===== src/rtl/wb_axil_pkg.sv =====
// Shared types and constants for the Wishbone to AXI4-Lite master bridge.
// State encoding, AXI response codes and the default protection value.
package wb_axil_pkg;

  typedef enum logic [2:0] {
    IDLE,
    WR_AW_W,
    WR_B,
    RD_AR,
    RD_R,
    DONE
  } state_e;

  localparam logic [1:0] RESP_OKAY   = 2'b00;
  localparam logic [1:0] RESP_EXOKAY = 2'b01;
  localparam logic [1:0] RESP_SLVERR = 2'b10;
  localparam logic [1:0] RESP_DECERR = 2'b11;

  localparam logic [2:0] PROT_DEFAULT = 3'b000;

  function automatic logic resp_is_err(input logic [1:0] r);
    return (r != RESP_OKAY) && (r != RESP_EXOKAY);
  endfunction

endpackage


===== src/rtl/wb_axil_master_bridge.sv =====
// Pipelined Wishbone slave to AXI4-Lite master, one transaction in flight.
// Optional response timeout enabled by defining WB_AXIL_TIMEOUT_EN.
module wb_axil_master_bridge
  import wb_axil_pkg::*;
#(
  parameter int DATA_WIDTH     = 32,
  parameter int ADDR_WIDTH     = 32,
  parameter int TIMEOUT_CYCLES = 1024
) (
  input  logic                    m_axi_aclk,
  input  logic                    m_axi_aresetn,
  input  logic                    wb_cyc_i,
  input  logic                    wb_stb_i,
  input  logic                    wb_we_i,
  input  logic [ADDR_WIDTH-1:0]   wb_addr_i,
  input  logic [DATA_WIDTH-1:0]   wb_data_i,
  input  logic [DATA_WIDTH/8-1:0] wb_sel_i,
  output logic                    wb_stall_o,
  output logic                    wb_ack_o,
  output logic                    wb_err_o,
  output logic [DATA_WIDTH-1:0]   wb_data_o,
  output logic [ADDR_WIDTH-1:0]   m_axi_awaddr,
  output logic [2:0]              m_axi_awprot,
  output logic                    m_axi_awvalid,
  input  logic                    m_axi_awready,
  output logic [DATA_WIDTH-1:0]   m_axi_wdata,
  output logic [DATA_WIDTH/8-1:0] m_axi_wstrb,
  output logic                    m_axi_wvalid,
  input  logic                    m_axi_wready,
  input  logic [1:0]              m_axi_bresp,
  input  logic                    m_axi_bvalid,
  output logic                    m_axi_bready,
  output logic [ADDR_WIDTH-1:0]   m_axi_araddr,
  output logic [2:0]              m_axi_arprot,
  output logic                    m_axi_arvalid,
  input  logic                    m_axi_arready,
  input  logic [DATA_WIDTH-1:0]   m_axi_rdata,
  input  logic [1:0]              m_axi_rresp,
  input  logic                    m_axi_rvalid,
  output logic                    m_axi_rready
);

  localparam int SW = DATA_WIDTH / 8;

  state_e state_q, state_d;

  logic [ADDR_WIDTH-1:0] addr_q;
  logic [DATA_WIDTH-1:0] wdata_q;
  logic [DATA_WIDTH-1:0] rdata_q;
  logic [SW-1:0]         strb_q;

  logic awvalid_q, wvalid_q, arvalid_q;
  logic bready_q, rready_q;
  logic ack_q, err_q, abort_q;

  logic accept;
  logic aw_hs, w_hs, ar_hs, b_hs, r_hs;
  logic aw_ok, w_ok;
  logic resp_err;
  logic tmo_hit, tmo_fire;

  assign accept   = (state_q == IDLE) && wb_cyc_i && wb_stb_i;
  assign aw_hs    = awvalid_q && m_axi_awready;
  assign w_hs     = wvalid_q && m_axi_wready;
  assign ar_hs    = arvalid_q && m_axi_arready;
  assign b_hs     = bready_q && m_axi_bvalid;
  assign r_hs     = rready_q && m_axi_rvalid;
  assign aw_ok    = !awvalid_q || m_axi_awready;
  assign w_ok     = !wvalid_q || m_axi_wready;
  assign resp_err = (state_q == WR_B) ? resp_is_err(m_axi_bresp)
                                      : resp_is_err(m_axi_rresp);

`ifdef WB_AXIL_TIMEOUT_EN
  localparam int CW = $clog2(TIMEOUT_CYCLES) + 1;

  logic [CW-1:0] tmo_q;
  logic          busy;

  assign busy    = (state_q != IDLE) && (state_q != DONE);
  assign tmo_hit = busy && (tmo_q == CW'(TIMEOUT_CYCLES - 1));

  // Wait counter, restarted on every state change.
  always_ff @(posedge m_axi_aclk or negedge m_axi_aresetn) begin
    if (!m_axi_aresetn) begin
      tmo_q <= '0;
    end else if (!busy || state_d != state_q) begin
      tmo_q <= '0;
    end else begin
      tmo_q <= tmo_q + 1'b1;
    end
  end
`else
  assign tmo_hit = 1'b0;
`endif

  // Next-state logic; progress wins over a same-cycle timeout.
  always_comb begin
    state_d  = state_q;
    tmo_fire = 1'b0;
    unique case (state_q)
      IDLE:    if (accept) state_d = wb_we_i ? WR_AW_W : RD_AR;
      WR_AW_W: if (aw_ok && w_ok) state_d = WR_B;
      WR_B:    if (b_hs) state_d = DONE;
      RD_AR:   if (ar_hs) state_d = RD_R;
      RD_R:    if (r_hs) state_d = DONE;
      DONE:    state_d = IDLE;
      default: state_d = IDLE;
    endcase
    if (tmo_hit && state_d == state_q) begin
      state_d  = IDLE;
      tmo_fire = 1'b1;
    end
  end

  // State register.
  always_ff @(posedge m_axi_aclk or negedge m_axi_aresetn) begin
    if (!m_axi_aresetn) state_q <= IDLE;
    else                state_q <= state_d;
  end

  // Request capture, AXI handshake flags and Wishbone completion.
  always_ff @(posedge m_axi_aclk or negedge m_axi_aresetn) begin
    if (!m_axi_aresetn) begin
      addr_q    <= '0;
      wdata_q   <= '0;
      strb_q    <= '0;
      rdata_q   <= '0;
      awvalid_q <= 1'b0;
      wvalid_q  <= 1'b0;
      arvalid_q <= 1'b0;
      bready_q  <= 1'b0;
      rready_q  <= 1'b0;
      ack_q     <= 1'b0;
      err_q     <= 1'b0;
      abort_q   <= 1'b0;
    end else begin
      ack_q <= 1'b0;
      err_q <= 1'b0;
      if (accept) begin
        addr_q    <= wb_addr_i;
        wdata_q   <= wb_data_i;
        strb_q    <= wb_sel_i;
        awvalid_q <= wb_we_i;
        wvalid_q  <= wb_we_i;
        arvalid_q <= !wb_we_i;
        abort_q   <= 1'b0;
      end else if (state_q != IDLE && !wb_cyc_i) begin
        abort_q <= 1'b1;
      end
      if (aw_hs) awvalid_q <= 1'b0;
      if (w_hs)  wvalid_q  <= 1'b0;
      if (state_q == WR_AW_W && state_d == WR_B) bready_q <= 1'b1;
      if (b_hs) bready_q <= 1'b0;
      if (ar_hs) begin
        arvalid_q <= 1'b0;
        rready_q  <= 1'b1;
      end
      if (r_hs) begin
        rready_q <= 1'b0;
        rdata_q  <= m_axi_rdata;
      end
      if (state_d == DONE && wb_cyc_i && !abort_q) begin
        ack_q <= !resp_err;
        err_q <= resp_err;
      end
      if (tmo_fire) begin
        awvalid_q <= 1'b0;
        wvalid_q  <= 1'b0;
        arvalid_q <= 1'b0;
        bready_q  <= 1'b0;
        rready_q  <= 1'b0;
        err_q     <= wb_cyc_i && !abort_q;
      end
    end
  end

  assign wb_stall_o    = (state_q != IDLE);
  assign wb_ack_o      = ack_q;
  assign wb_err_o      = err_q;
  assign wb_data_o     = rdata_q;
  assign m_axi_awaddr  = addr_q;
  assign m_axi_awprot  = PROT_DEFAULT;
  assign m_axi_awvalid = awvalid_q;
  assign m_axi_wdata   = wdata_q;
  assign m_axi_wstrb   = strb_q;
  assign m_axi_wvalid  = wvalid_q;
  assign m_axi_bready  = bready_q;
  assign m_axi_araddr  = addr_q;
  assign m_axi_arprot  = PROT_DEFAULT;
  assign m_axi_arvalid = arvalid_q;
  assign m_axi_rready  = rready_q;

endmodule


===== config.mk =====
export PLATFORM = sky130hd
export DESIGN_NAME = wb_axil_master_bridge
export DESIGN_NICKNAME = d
export VERILOG_FILES = /design/src/rtl/wb_axil_pkg.sv /design/src/rtl/wb_axil_master_bridge.sv
export SDC_FILE = /design/constraint.sdc
export NUM_CORES = 1
export LEC_CHECK = 0
export CORE_MARGIN = 2
export CORE_UTILIZATION = 40
export DETAILED_ROUTE_END_ITERATION = 8
export PLACE_DENSITY = 0.81
export SLEW_MARGIN = 20
export SYNTH_ARGS = -nofsm -noshare
export SYNTH_HDL_FRONTEND = slang
export SYNTH_SLANG_ARGS = --single-unit

===== constraint.sdc =====
create_clock -name m_axi_aclk -period 2.32 [get_ports m_axi_aclk]
set_input_delay 0.232 -clock m_axi_aclk [delete_from_list [all_inputs] [get_ports m_axi_aclk]]
set_output_delay 0.232 -clock m_axi_aclk [all_outputs]
set_load 0.01 [all_outputs]

==> out/summary.txt <==
Dominant synthesized flop cell = dfrtp_1
Slew Limit Fails = 0
Ys async rst share = 100%
RSZ-0062 raised after global routing = no
Max-slew headroom = 65.7%
Clk Latency, worst-skew pair = 340 ps
Clock power frac = 13.7%
First-pass DRT Iterations = 4
Final Cycle Share = 82.9%
Synth top cells by count = dfrtp_1, mux2_4, buf_4, mux2_2, buf_12
Status = complete, no violations
Worst Setup End Kind = primary output
Fin. Hold Viols = 0
Initial Util = 41.0%
DR iter-0 viols = 172
Synth top area share = 56.4%
Post-synthesis sequential area ratio = 56.4%
GRT Overall Usage = 17.9%
Top fanout value on the critical path = 9
Clk sinks = 111
Number of diodes = 0
Layout cells sized above 1 = 23.1%
Max VDD drop = 0.571 mV
Pre-CTS WS = 325 ps
Post-CTS Repair Setup Buffers = 0
Post-synth EDFFs = 0
Tmin final = 1920 ps
Dpl cells = 664
Fill cells = 920
Setup Viol. Count Final = 0
Initial antenna violation count = 0
Routed length per placed instance = 17.5 um
Clock transition at path regs = 70 ps
FF/Latch Area = 2780 um2
Overall Power = 10.2 mW
HPWL after DPL = 9.30 mm
Residual DRC = 0
Setup TNS = 0 ps
Synth-to-Final Area Change = 53.1%
CTS tree = done
Power share of the combinational group = 51.3%
Worst Skew = 5.21 ps
Synthesized instance count = 305
Largest net degree at the start of global routing = 47
Max Freq = 520 MHz
Startpoint types = flip-flop
Power density cells = 1360 nW/um2
Syn. warnings = 0
Switch Pwr = 3.09 mW
Die width = 115 um
CP arrival = 1690 ps
FF+latch count, synth = 111
Synthesized area = 4930 um2
Required @ worst endpoint = 2090 ps
Antenna Violating Nets Remaining = 0
Netlist cell types = 30
Sw frac = 30.2%
Placeable Area = 12000 um2
Hold Crit Class = in -> async
Longest Clk Path Bufs = 2
Crit path kind = reg -> out
Number of global-route vias before repair = 3400
Via/cell ratio = 4.72
Setup WS post-layout = 396 ps
Int Pwr = 7.14 mW
Port bufs = 251
Sequential Power Share = 34.9%
Count leader, synth = dfrtp_1
P_leak = 3.20 nW
Post-layout instance count excluding filler cells = 680
I/O pin cnt = 260
Total grt overflow = 0
Global-route wire length before repair = 18.0 mm
Total Wirelength = 11.9 mm
Routability cong. = 0.773
Via count = 3208
Die H = 115 um
Top cells by area, synth = dfrtp_1, mux2_4, mux2_2
Die Area = 13200 um2
Multi-input gate area = 1690 um2
Final Net Count = 643
FP Rows = 40
H-Tree Depth = 3
Post-synth top area cell = dfrtp_1
Avg Synthesized Cell Area = 16.2 um2
Maxcap violations = 0
CTS Root Cell = clkbuf_16
Clock buffer count from CTS = 9
Least-Margin Pin Slew = 515 ps
## path summary, 6_finish.rpt
kind,slack [ps],endpoint,cells past startpoint,startpoint
min in group m_axi_aclk,470,m_axi_rready,2,m_axi_rvalid
min reg2reg,480,abort_q,1,abort_q
max reg2reg,430,m_axi_araddr[1],4,state_q[2]
min,410,m_axi_araddr[28],2,m_axi_aresetn
max in group asynchronous,1160,wb_ack_o,3,m_axi_aresetn
max,400,wb_stall_o,3,state_q[2]
## flip-flops by register name (all words and copies together) (netlist names), 3 cells and up
name,count
m_axi_araddr,32
wb_data_o,32
m_axi_wstrb,4
m_axi_wdata,32
state_q,3
## timing repair
| action | 4_1_cts | 5_1_grt |
|---|---|---|
| hold buffers | 1 | 0 |
| endpoints found under the hold margin | 38 | 0 |
| gates resized for setup | 0 | 0 |
## cell type report
| type | count | area share, % |
|---|---|---|
| repair buffers | 259 | 34.8 |
| multi-input cells | 146 | 22.3 |
| well taps | 147 | 2.44 |
| clock buffers | 12 | 3.27 |
| flip-flops and latches | 111 | 36.8 |
| clock inverters | 3 | 0.265 |
| inverters | 2 | 0.0995 |
## layout by cell type (no fill, tap or decap), types with 2 or more instances in the layout
master | Yosys | final
buf_4 | 38 | 4
nand2_1 | 6 | 6
o211a_1 | 3 | 3
mux2_2 | 33 | 33
buf_12 | 8 | 4
nand4b_1 | 3 | 3
conb_1 | 1 | 6
nor3b_1 | 2 | 2
a32oi_1 | 2 | 2
mux2_4 | 67 | 67
clkbuf_1 | 1 | 2
inv_1 | 2 | 2
nand2b_1 | 3 | 3
and2_1 | 3 | 3
nor2_1 | 2 | 2
clkinvlp_4 | 0 | 2
mux2i_1 | 3 | 3
clkbuf_16 | 0 | 9
nor2b_1 | 3 | 3
dfrtp_1 | 111 | 111
clkdlybuf4s50_1 | 0 | 250
## logic make-up (layout without fill, tap and decap cells)
family,after synthesis,after routing,share of synthesized area (%)
AO/OA/AOI/OAI,10,10,1.73
buffers and inverters,53,276,9.80
flip-flops,111,111,56.4
multiplexers,103,103,28.6
other,1,6,0.0761
AND/OR/NAND/NOR,27,27,3.45
## power groups by stage
stage          registers [mW]  logic (mW)  clock network, mW
2_1_floorplan            3.94        2.36                  0
3_3_place_gp             3.55        5.19                  0
3_5_place_dp             3.61        5.29                  0
4_1_cts                  3.59        5.32               1.46
5_1_grt                  3.71        5.55               1.53
6_report                 3.58        5.25               1.41
## metrics by stage
step	area, um2	util [%]	hold WS (ps)
after global routing	7540	62.8	452
after CTS	7540	62.8	417
after detailed placement	7270	60.5	239
after floorplan	4950	-	-63.6
final	7540	62.8	405
after global placement	7270	60.5	233
## per-layer routing
layer / part of all wire (%) / global-route usage (%) / wire length (um)
met3: 8.0 / 5.32 / 959
met2: 51 / 31.4 / 6090
met4: 3.4 / 8.76 / 401
met5: 0 / 0 / 0
met1: 37 / 19.8 / 4460
## critical path: stages (launching register included)
cell and delay (ps):
dfrtp_1 490, nor3_4 310, inv_1 70, clkdlybuf4s50_1 480
(Power assumes the default switching activity.)
